`config.mk`:
```
export PLATFORM = sky130hd
export DESIGN_NAME = madd_err_evaluator
export DESIGN_NICKNAME = d
export VERILOG_FILES = /design/src/rtl/madd_eval_pkg.sv /design/src/rtl/madd_abs_err.sv /design/src/rtl/madd_err_evaluator.sv
export SDC_FILE = /design/constraint.sdc
export NUM_CORES = 1
export LEC_CHECK = 0
export CORE_ASPECT_RATIO = 1.1
export CORE_MARGIN = 5
export CORE_UTILIZATION = 44
export CTS_CLUSTER_SIZE = 20
export DETAILED_ROUTE_END_ITERATION = 12
export GPL_TIMING_DRIVEN = 0
export PLACE_DENSITY_LB_ADDON = 0.25
export SLEW_MARGIN = 25
export SYNTH_ARGS = -nofsm -noshare
export SYNTH_HDL_FRONTEND = slang
export SYNTH_SLANG_ARGS = --single-unit
```
`constraint.sdc`:
```
create_clock -name clk -period 11.9 [get_ports clk]
set_input_delay 2.38 -clock clk [delete_from_list [all_inputs] [get_ports clk]]
set_output_delay 2.38 -clock clk [all_outputs]
set_load 0.02 [all_outputs]
```
`src/rtl/madd_eval_pkg.sv`:
```
// Shared types and helpers for exhaustive error evaluation of 6-in/4-out
// approximate multiply-add netlists.
package madd_eval_pkg;

    localparam int N_IN_W  = 6;
    localparam int N_OUT_W = 4;

    // Operand field placement inside the stimulus vector {c, b, a}
    localparam int A_LSB = 0;
    localparam int B_LSB = 2;
    localparam int C_LSB = 4;
    localparam int OP_W  = 2;

    typedef enum logic [1:0] {
        S_IDLE   = 2'd0,
        S_SETTLE = 2'd1,
        S_SAMPLE = 2'd2,
        S_DONE   = 2'd3
    } eval_state_t;

    // Exact reference a*b + c, range 0..12, one bit wider than the netlist output
    function automatic logic [N_OUT_W:0] exact_madd(input logic [N_IN_W-1:0] vec);
        logic [N_OUT_W:0] a;
        logic [N_OUT_W:0] b;
        logic [N_OUT_W:0] c;
        logic [N_OUT_W:0] prod;
        a    = (N_OUT_W+1)'(vec[A_LSB +: OP_W]);
        b    = (N_OUT_W+1)'(vec[B_LSB +: OP_W]);
        c    = (N_OUT_W+1)'(vec[C_LSB +: OP_W]);
        prod = a * b;
        return prod + c;
    endfunction

endpackage

```
`src/rtl/madd_abs_err.sv`:
```
// Combinational absolute difference of two unsigned values of equal width.
module madd_abs_err #(
    parameter int W = 5
) (
    input  logic [W-1:0] exact,
    input  logic [W-1:0] approx,
    output logic [W-1:0] abs_err
);

    // Subtract the smaller from the larger so the result never wraps
    always_comb begin
        if (exact >= approx) begin
            abs_err = exact - approx;
        end else begin
            abs_err = approx - exact;
        end
    end

endmodule

```
`src/rtl/madd_err_evaluator.sv`:
```
// Sweeps every input vector through an attached approximate madd netlist and
// accumulates max error, error count and first over-threshold vector.
//
// state    | meaning
// S_IDLE   | waiting for start; results and last stimulus held
// S_SETTLE | stimulus applied, wait counter runs down to terminal count
// S_SAMPLE | netlist response scored against the exact function
// S_DONE   | one-cycle done pulse, pass verdict presented
module madd_err_evaluator
    import madd_eval_pkg::*;
#(
    parameter int N_IN   = 6,
    parameter int N_OUT  = 4,
    parameter int ET     = 5,
    parameter int SETTLE = 2
) (
    input  logic             clk,
    input  logic             rst_n,
    input  logic             start,
    output logic [N_IN-1:0]  dut_in,
    input  logic [N_OUT-1:0] dut_out,
    output logic             busy,
    output logic             done,
    output logic             pass,
    output logic [N_OUT:0]   max_err,
    output logic [N_IN:0]    err_count,
    output logic [N_IN-1:0]  first_fail,
    output logic             fail_seen
);

    localparam logic [N_OUT:0] ET_V        = (N_OUT+1)'(ET);
    localparam logic [3:0]     SETTLE_LOAD = 4'(SETTLE - 1);

    eval_state_t      state;
    eval_state_t      state_nxt;
    logic [N_IN-1:0]  vec;
    logic [3:0]       wait_cnt;
    logic [N_OUT:0]   exact;
    logic [N_OUT:0]   err;
    logic [N_OUT:0]   max_nxt;
    logic             last_vec;
    logic             wait_tc;

    assign exact    = exact_madd(vec);
    assign last_vec = (vec == {N_IN{1'b1}});
    assign wait_tc  = (wait_cnt == 4'd0);
    assign max_nxt  = (err > max_err) ? err : max_err;

    madd_abs_err #(
        .W(N_OUT + 1)
    ) u_abs_err (
        .exact  (exact),
        .approx ({1'b0, dut_out}),
        .abs_err(err)
    );

    always_ff @(posedge clk or negedge rst_n) begin
        if (!rst_n) begin
            state <= S_IDLE;
        end else begin
            state <= state_nxt;
        end
    end

    always_comb begin
        state_nxt = state;
        unique case (state)
            S_IDLE:   if (start) state_nxt = S_SETTLE;
            S_SETTLE: if (wait_tc) state_nxt = S_SAMPLE;
            S_SAMPLE: state_nxt = last_vec ? S_DONE : S_SETTLE;
            S_DONE:   state_nxt = S_IDLE;
            default:  state_nxt = S_IDLE;
        endcase
    end

    assign busy   = (state == S_SETTLE) || (state == S_SAMPLE);
    assign done   = (state == S_DONE);
    assign dut_in = vec;

    // pass is resolved on the final sample so it is already valid during done
    always_ff @(posedge clk or negedge rst_n) begin
        if (!rst_n) begin
            vec        <= '0;
            wait_cnt   <= '0;
            max_err    <= '0;
            err_count  <= '0;
            first_fail <= '0;
            fail_seen  <= 1'b0;
            pass       <= 1'b0;
        end else begin
            unique case (state)
                S_IDLE: begin
                    if (start) begin
                        vec        <= '0;
                        wait_cnt   <= SETTLE_LOAD;
                        max_err    <= '0;
                        err_count  <= '0;
                        first_fail <= '0;
                        fail_seen  <= 1'b0;
                        pass       <= 1'b0;
                    end
                end
                S_SETTLE: begin
                    if (!wait_tc) begin
                        wait_cnt <= wait_cnt - 4'd1;
                    end
                end
                S_SAMPLE: begin
                    max_err <= max_nxt;
                    if (err != '0) begin
                        err_count <= err_count + 1'b1;
                    end
                    if ((err > ET_V) && !fail_seen) begin
                        first_fail <= vec;
                        fail_seen  <= 1'b1;
                    end
                    if (last_vec) begin
                        pass <= (max_nxt <= ET_V);
                    end else begin
                        vec      <= vec + 1'b1;
                        wait_cnt <= SETTLE_LOAD;
                    end
                end
                default: begin
                end
            endcase
        end
    end

endmodule

```
After elaboration in Yosys (flattened, before gate mapping)
Cells that the tools add are included.

Magnitude comparators: 4. Multiplexer cells: 25. Equality and inequality tests: 11. Add/sub/neg operators: 6. Multiply operators: 1. Reductions and logical operators: 15.

Operators with widths (number): $pmux W6 S2 (2); $mux W6 (3); $mux W5 (3); $mux W7 (2); $pmux W7 S2 (1); $mux W4 (3); $pmux W4 S3 (1); $reduce_and A3 Y1 (4); $ne A2 B2 Y1 const B (5); $pmux W5 S2 (1); $pmux W2 S4 (1); $add A7 B1 Y7 const B (1); $add A6 B1 Y6 const B (1); $eq A6 B6 Y1 const B (1); $mux W2 (3); $add A4 B2 Y5 (1); $ge A5 B4 Y1 (1); $gt A5 B3 Y1 const B (1); $gt A5 B5 Y1 (1); $le A5 B3 Y1 const B (1); $reduce_bool A5 Y1 (1); $sub A4 B5 Y5 (1); $sub A5 B4 Y5 (1); $eq A2 B2 Y1 const B (2); other kinds (15) (20).

Word-level logic and storage cells: 70. Register bits: 32. Output and inout bits: 28. Input bits: 7.

Depth between registers and ports, before layout
Gate-level depths: netlist of run 1.

Depth in word-level cells: 9. Mapped depth: 19. Depth with buffers taken out: 18.

By module
A second synthesis of run 1 with hierarchy kept.

Cells, all modules: 255. Area total of the unflattened synthesis: 2369.8 sq um.

By module, submodules not included: madd_err_evaluator (sequential area each 800.8 sq um, area an instance 1949.4 sq um, times used 1, cells an instance 204); madd_abs_err (sequential area each 0.0 sq um, area an instance 420.4 sq um, times used 1, cells an instance 51).

Least setup slack after synthesis of run 1
OpenSTA, ideal clock, no wires.

Kind: input port to flip-flop. From: input port dut_out[0]. To: register max_err[0]. Stages on the path: 13. Arrival: 5009 ps. Setup slack: 6770 ps. Data required time: 11779 ps. Setup time: 121 ps. Buffers on the path: 0. Cell sequence: inv_1 ha_1 fa_1 nor2b_1 nor4_1 mux2i_1 o31ai_1 ha_1 and2_0 a221o_1 and2_1 mux2_2 a22o_1.

Word-level cells in the longest chain between the ends: 5. Elaborated cells on any way between the ends: 7. Those cells by class: add/sub: 2; order compare: 2; mux: 3.

RTL lines: start, declared (RTL line madd_err_evaluator.sv:21) `input logic [N_OUT-1:0] dut_out,`; $sub A4 B5 Y5, or another cell as far along (RTL line madd_abs_err.sv:15) `abs_err = approx - exact;`; $mux W5 * (RTL line madd_abs_err.sv:12) `if (exact >= approx) begin`; $gt A5 B5 Y1 (RTL line madd_err_evaluator.sv:47) `assign max_nxt = (err > max_err) ? err : max_err;`; $mux W5 * (RTL line madd_err_evaluator.sv:47); $pmux W5 S2 * (RTL line madd_err_evaluator.sv:91) `unique case (state)`; end signal, assigned (RTL line madd_err_evaluator.sv:109) `max_err <= max_nxt;`; end, declared (RTL line madd_err_evaluator.sv:25) `output logic [N_OUT:0] max_err,`.

Every way passes the cells marked *; elsewhere a longest branch is shown, timed or not. A chain may end at the register's enable or synchronous reset.

Worst setup path in the final report of run 1
From: input port dut_out[2]. To: register max_err[0].

The elaborated chain is that of the path after synthesis.

==> results of run 1 <==
==> critical path, stage by stage <==
cell	delay, ps
clkdlybuf4s50_1	490
inv_1	50
ha_1	310
buf_6	150
nor2b_4	120
a221oi_2	260
a211oi_1	90
o22ai_2	450
ha_1	320
and2_0	180
a221o_1	400
and2_1	200
mux2_2	270
a22o_1	170
==> cell usage in the layout, fill, tap and decap left out, drive strengths merged, types with 7 or more instances in the layout <==
| master | Yosys | layout |
|---|---|---|
| ha | 26 | 26 |
| o21ai | 21 | 21 |
| dfrtp | 32 | 32 |
| clkdlybuf4s50 | 0 | 33 |
| buf | 5 | 7 |
| nor2b | 8 | 8 |
| inv | 21 | 21 |
| nand2 | 19 | 19 |
| clkbuf | 2 | 10 |
| nor2 | 12 | 12 |
| nand2b | 7 | 7 |
| a32o | 8 | 8 |
| and2 | 7 | 7 |
| a21oi | 10 | 10 |
==> worst max-delay path by stage <==
| stage | cells past startpoint | startpoint | to |
|---|---|---|---|
| floorplan | 13 | dut_out[0] | max_err[0] |
| global placement | 14 | dut_out[0] | max_err[0] |
| detailed placement | 14 | dut_out[2] | max_err[0] |
| CTS | 14 | dut_out[2] | max_err[0] |
| global route | 14 | dut_out[0] | max_err[1] |
| finish | 14 | dut_out[2] | max_err[0] |
==> registers in the layout, summed over array words and instances (netlist names) <==
register,count
dut_in,6
state,2
max_err,5
fail_seen,1
wait_cnt,4
first_fail,6
err_count,7
pass,1
==> power groups by stage <==
stage / sequential [mW] / combinational (mW) / clock (mW)
floorplan: 0.181 / 0.191 / 0
global placement: 0.166 / 0.303 / 0
detailed placement: 0.167 / 0.307 / 0
CTS: 0.165 / 0.309 / 0.0883
global route: 0.170 / 0.343 / 0.0942
finish: 0.165 / 0.307 / 0.0859
==> through the flow <==
stage | instance area (um2) | util | total power [mW] | hold slack [ps]
2_1_floorplan | 2372 | - | 0.3724 | 471.9
3_3_place_gp | 2806 | 0.5270 | 0.4686 | 492.6
3_5_place_dp | 2829 | 0.5313 | 0.4733 | 493.7
4_1_cts | 2919 | 0.5482 | 0.5618 | 507.9
5_1_grt | 2919 | 0.5482 | 0.6073 | 549.8
6_report | 2919 | 0.5482 | 0.5582 | 505.9
==> cell type report <==
cell class | count | area share
Tap cell | 75 | 0.03215
Timing Repair Buffer | 35 | 0.1243
Multi-Input combinational cell | 188 | 0.4938
Sequential cell | 32 | 0.2743
Clock buffer | 8 | 0.03086
Buffer | 7 | 0.01757
Inverter | 21 | 0.02700
==> logic make-up after synthesis <==
group,synth area share
xor gates and xnor gates,0.007385
muxes,0.04061
DFF,0.3376
buffers and inverters,0.05485
AOI/OAI and AO/OA,0.2046
and+or+nand+nor,0.1841
adders and majority gates,0.1709
==> cells in the mapped netlist (5+ instances only) <==
| cell type | instances |
|---|---|
| and2_1 | 5 |
| nand3_1 | 5 |
| a32o_1 | 8 |
| nor2_1 | 12 |
| nand2_1 | 19 |
| nor2b_1 | 7 |
| a21oi_1 | 10 |
| nand2b_1 | 7 |
| or3_1 | 5 |
| inv_1 | 21 |
| dfrtp_1 | 32 |
| ha_1 | 26 |
| o21ai_0 | 21 |
| mux2_2 | 5 |
==> layer usage <==
metal,global-route usage,vias up,share of wire
met3,0.02899,5,0.033
met5,0,-,0
met1,0.2137,945,0.46
met4,0.05530,0,0.013
met2,0.2696,33,0.50
li1,-,979,-
==> run_results.csv, run 1 <==
group,metric,value,unit
global_route,grt_pass1_wl,9.032,mm
sta,max_freq,0.1760,GHz
clocking,cts_buffers,5,
power,p_int,0.3156,mW
global_route,grt_overflow_total,0,
clocking,holdBufCountCts,0,
floorplanning,rows,28,
layout,nNetsFinal,327,
global_route,antenna_found_initial,0,
place,gp_congestion,0.8087,
critical_path,r2r_slack,7030,ps
critical_path,end_kind,"flop",
floorplanning,start_util,0.4455,
layout,seq_area,800.8,um2
sta,worstMarginPinSlew,938.5,ps
power,switching_share,0.4347,
floorplanning,die_y,87.01,um
clocking,cts_resized,0,
sta,slew_headroom,0.3690,
critical_path,reg2regPathDepth,17,
worst_hold_path,hp-class,"flop to flop",
clocking,cts_buffer_depth,2,
clocking,ctsHtreeMaxLevel,2,
routing,postRouteAntennaNets,0,
sta,finalMaxSlewViolations,0,
clocking,clk_latency,280,ps
layout,drive_above_1_share,0.08591,
routing,vias_per_cell,5.361,
sta,period_share,0.4774,
yosys,synth_ff_type,"dfrtp_1",
critical_path,rr_startpoint,"dut_in[3]",
power,switchingPower,0.2427,mW
routing,drt_iter0_markers,61,
sta,grt_setup_unrepaired,"false",
clocking,cts.sinks,32,
clocking,cts_tree,"done",
yosys,async_flop_share,1.000,
sta,hold_viol_final,0,
critical_path,worstPathMaxFanout,10,
place,placed_cells,358,
floorplanning,coreArea,5325,um2
critical_path,crit_required,12070,ps
power,p_per_area,191.2,nW/um2
yosys,syn_avg_cell_area,9.566,um2
worst_hold_path,min_to,"wait_cnt[1]",
power,share_seq_of_total_power,0.295,
global_route,grt_max_degree,18,
layout,multi_input_area,1441,um2
layout,fin_cells,366,
worst_hold_path,min_delay_path_depth,2,
routing,num_vias,1962,
floorplanning,die_area,6962,um2
critical_path,crit_type,"primary input to flop",
clocking,postCtsSetupBuffers,0,
critical_path,start_kind,"primary input",
power,vdd_drop_max,0.1385,mV
global_route,grtUsageTotal,0.1627,
yosys,syn_inst,248,
sta,setup_ws,6219,ps
status,status,"finished, final reports clean",
power,comb_power_share,0.551,
layout,fillers,492,
routing,post-route-drc-count,0,
yosys,yosysSeqAreaShare,0.3376,
place,dp_hpwl,4.078,mm
flow_run,cap_violations,0,
yosys,synth_area_leaders,"dfrtp_1, ha_1, o21ai_0",
floorplanning,io_pins,35,
power,power_leakage,1.308,nW
floorplanning,die_width,80.01,um
place,portBuffers,34,
routing,wl_per_cell,14.29,um
place,place_ws,5935,ps
yosys,yosysUniqueCellTypes,49,
clocking,clk_pin_slew,60,ps
clocking,clockRootBuffer,"clkbuf_8",
worst_hold_path,min_from,"wait_cnt[1]",
critical_path,crit_arrival,5850,ps
sta,period_minus_slack,5681,ps
layout,area_delta_synth_final,23.05,%
yosys,netlist_area,2372,um2
sta,setup_viol,0,
yosys,synth_edf_count,0,
yosys,synth_seq_cells,32,
routing,totalWireLength,5.229,mm
routing,first_pass_iters,4,
yosys,yosys_warnings,0,
critical_path,rr_endpoint,"max_err[0]",
power,clock_power_share,0.154,
sta,fin_setup_tns,0,ps
layout,antennaDiodeCount,0,
yosys,yosysTopAreaCell,"dfrtp_1",
yosys,synth_top_area_share,0.3376,
yosys,syn-num-nets,285,
global_route,first_global_vias,1929,
sta,fin_skew,3.088,ps
No activity file was read; power rests on OpenSTA's default activity.
==> run 2, diff against run 1 <==
clock period = 4.7 ns   (was 11.9 ns; I/O delays follow)
==> run_results.csv, run 2 (synthesis results as in run 1) <==
group,metric,value,unit
sta,max_freq,0.2217,GHz
power,p_per_area,480.5,nW/um2
clocking,cts_buffers,5,
sta,setup_ws,189.6,ps
sta,finalMaxSlewViolations,0,
global_route,first_global_vias,1943,
critical_path,slowest_stage,"fa_2",
global_route,grtUsageTotal,0.1631,
routing,post-route-drc-count,0,
clocking,clk_latency,280,ps
layout,antennaDiodeCount,0,
layout,largest_reg_flops,7,
clocking,cts_buffer_depth,2,
clocking,clk_pin_slew,60,ps
clocking,cts_tree,"done",
clocking,clockRootBuffer,"clkbuf_8",
status,status,"finished, final reports clean",
sta,worstMarginPinSlew,851.0,ps
routing,num_vias,2005,
sta,slew_headroom,0.4283,
critical_path,crit_required,4880,ps
critical_path,worstPathCellList,"inv_1 -> fa_1 -> inv_1 -> ha_1 -> fa_2 -> ha_4 -> buf_6 -> a21o_1 -> a31oi_1 -> mux2i_1 -> o31ai_4 -> ha_1 -> and2_1 -> a221o_1 -> and2_4 -> mux2_2 -> a22o_1",
sta,period_share,0.9597,
layout,nNetsFinal,336,
routing,postRouteAntennaNets,0,
floorplanning,coreArea,5325,um2
floorplanning,die_width,80.01,um
floorplanning,start_util,0.4455,
critical_path,cp_top_family,"adder cells",
place,placed_cells,358,
critical_path,crit_type,"flop to flop",
clocking,holdBufCountCts,0,
global_route,grt_pass1_wl,9.059,mm
routing,wl_per_cell,14.38,um
sta,hold_viol_final,0,
power,power_leakage,1.351,nW
place,place_ws,-188.9,ps
critical_path,cp.buffers_inverters,3,
layout,fin_cells,375,
critical_path,crit_arrival,4690,ps
layout,area_delta_synth_final,27.64,%
global_route,grt_overflow_total,0,
critical_path,max_stage_delay,570,ps
routing,first_pass_iters,4,
place,dp_hpwl,4.078,mm
floorplanning,rows,28,
layout,largest-register,"err_count",
worst_hold_path,hp-class,"flop to flop",
place,portBuffers,34,
floorplanning,die_area,6962,um2
power,vdd_drop_max,0.3597,mV
routing,totalWireLength,5.394,mm
critical_path,end_kind,"flop",
floorplanning,io_pins,35,
routing,drt_iter0_markers,65,
layout,drive_above_1_share,0.1467,
global_route,antenna_found_initial,0,
floorplanning,die_y,87.01,um
sta,fin_skew,2.995,ps
routing,vias_per_cell,5.347,
flow_run,cap_violations,0,
layout,final_common_cell,"clkdlybuf4s50_1",
sta,period_minus_slack,4510,ps
global_route,grt_max_degree,18,
clocking,ctsHtreeMaxLevel,2,
critical_path,worstPathMaxFanout,10,
place,gp_congestion,0.8087,
sta,setup_viol,0,
critical_path,start_kind,"flop",
critical_path,r2r_slack,190,ps
clocking,cts.sinks,32,
layout,layout_common_cells,"clkdlybuf4s50_1, dfrtp_1, ha_1",
run 2: layout make-up:
class | instances | area [um2]
multi-input combinational | 188 | 1478
sequential | 32 | 805.8
fill | 484 | 2297
tap | 75 | 93.84
inverter | 21 | 78.83
timing repair buffer | 44 | 430.4
clock buffer | 8 | 90.09
buffer | 7 | 51.30
run 2: layer usage:
layer	wire, um	global-route usage	vias up	part of all wire
met5	0	0	-	0
met1	2478	0.2150	972	0.46
met2	2693	0.2696	26	0.50
li1	-	-	1000	-
met4	78	0.05684	0	0.014
met3	143	0.02795	7	0.027
run 2: path summary, 6_finish.rpt:
check / from / end / depth (start not counted)
worst max-delay path: dut_in[5] / max_err[0] / 17
worst max register to register: dut_in[5] / max_err[0] / 17
min in group asynchronous: rst_n / state[0] / 1
max in group asynchronous: rst_n / dut_in[2] / 2
worst min-delay path: wait_cnt[1] / wait_cnt[1] / 2
worst min register to register: wait_cnt[1] / wait_cnt[1] / 2
run 2: worst register-to-register path, stage by stage, from the launching register on:
cell and delay (ps):
dfrtp_1 370, inv_1 110, fa_1 550, inv_1 40, ha_1 210, fa_2 570
ha_4 200, buf_6 130, a21o_1 160, a31oi_1 180, mux2i_1 310, o31ai_4 130
ha_1 300, and2_1 160, a221o_1 370, and2_4 180, mux2_2 260, a22o_1 170
run 2: power by group:
| part | leakage, nW | switching (mW) | internal, mW |
|---|---|---|---|
| Combinational | 0.882 | 0.451 | 0.368 |
| Clock | 0.0455 | 0.0993 | 0.119 |
| Sequential | 0.423 | 0.0741 | 0.343 |
| Total | 1.35 | 0.624 | 0.830 |
run 2: what timing repair did:
action | in CTS | in global routing
gates resized for setup | 3 | 12
setup endpoints to repair | 5 | 5
pin swaps | 1 | 2
buffers inserted | 1 | 8
hold endpoints to repair | 0 | 0
run 2: stage by stage:
step	util	power [mW]	hold WS, ps	area (um2)	setup TNS, ps
after detailed placement	0.5313	1.198	493.7	2829	-824.4
after global routing	0.5686	1.580	536.3	3028	-23.20
after floorplan	-	0.9428	471.9	2372	0
final	0.5686	1.455	505.9	3028	0
after global placement	0.5270	1.186	492.6	2806	-317.2
after CTS	0.5510	1.426	507.9	2934	0
==> run 3, diff against run 2 <==
==> constraint.sdc (replaced) <==
create_clock -name clk -period 4.7 [get_ports clk]
set_input_delay 0.47 -clock clk [delete_from_list [all_inputs] [get_ports clk]]
set_output_delay 0.47 -clock clk [all_outputs]
set_load 0.02 [all_outputs]
==> results of run 3 <==
The final DEF is identical to that of run 2. Status: finished, final reports clean.
Among the figures that moved: hold slack 505.9 ps -> 114.5 ps
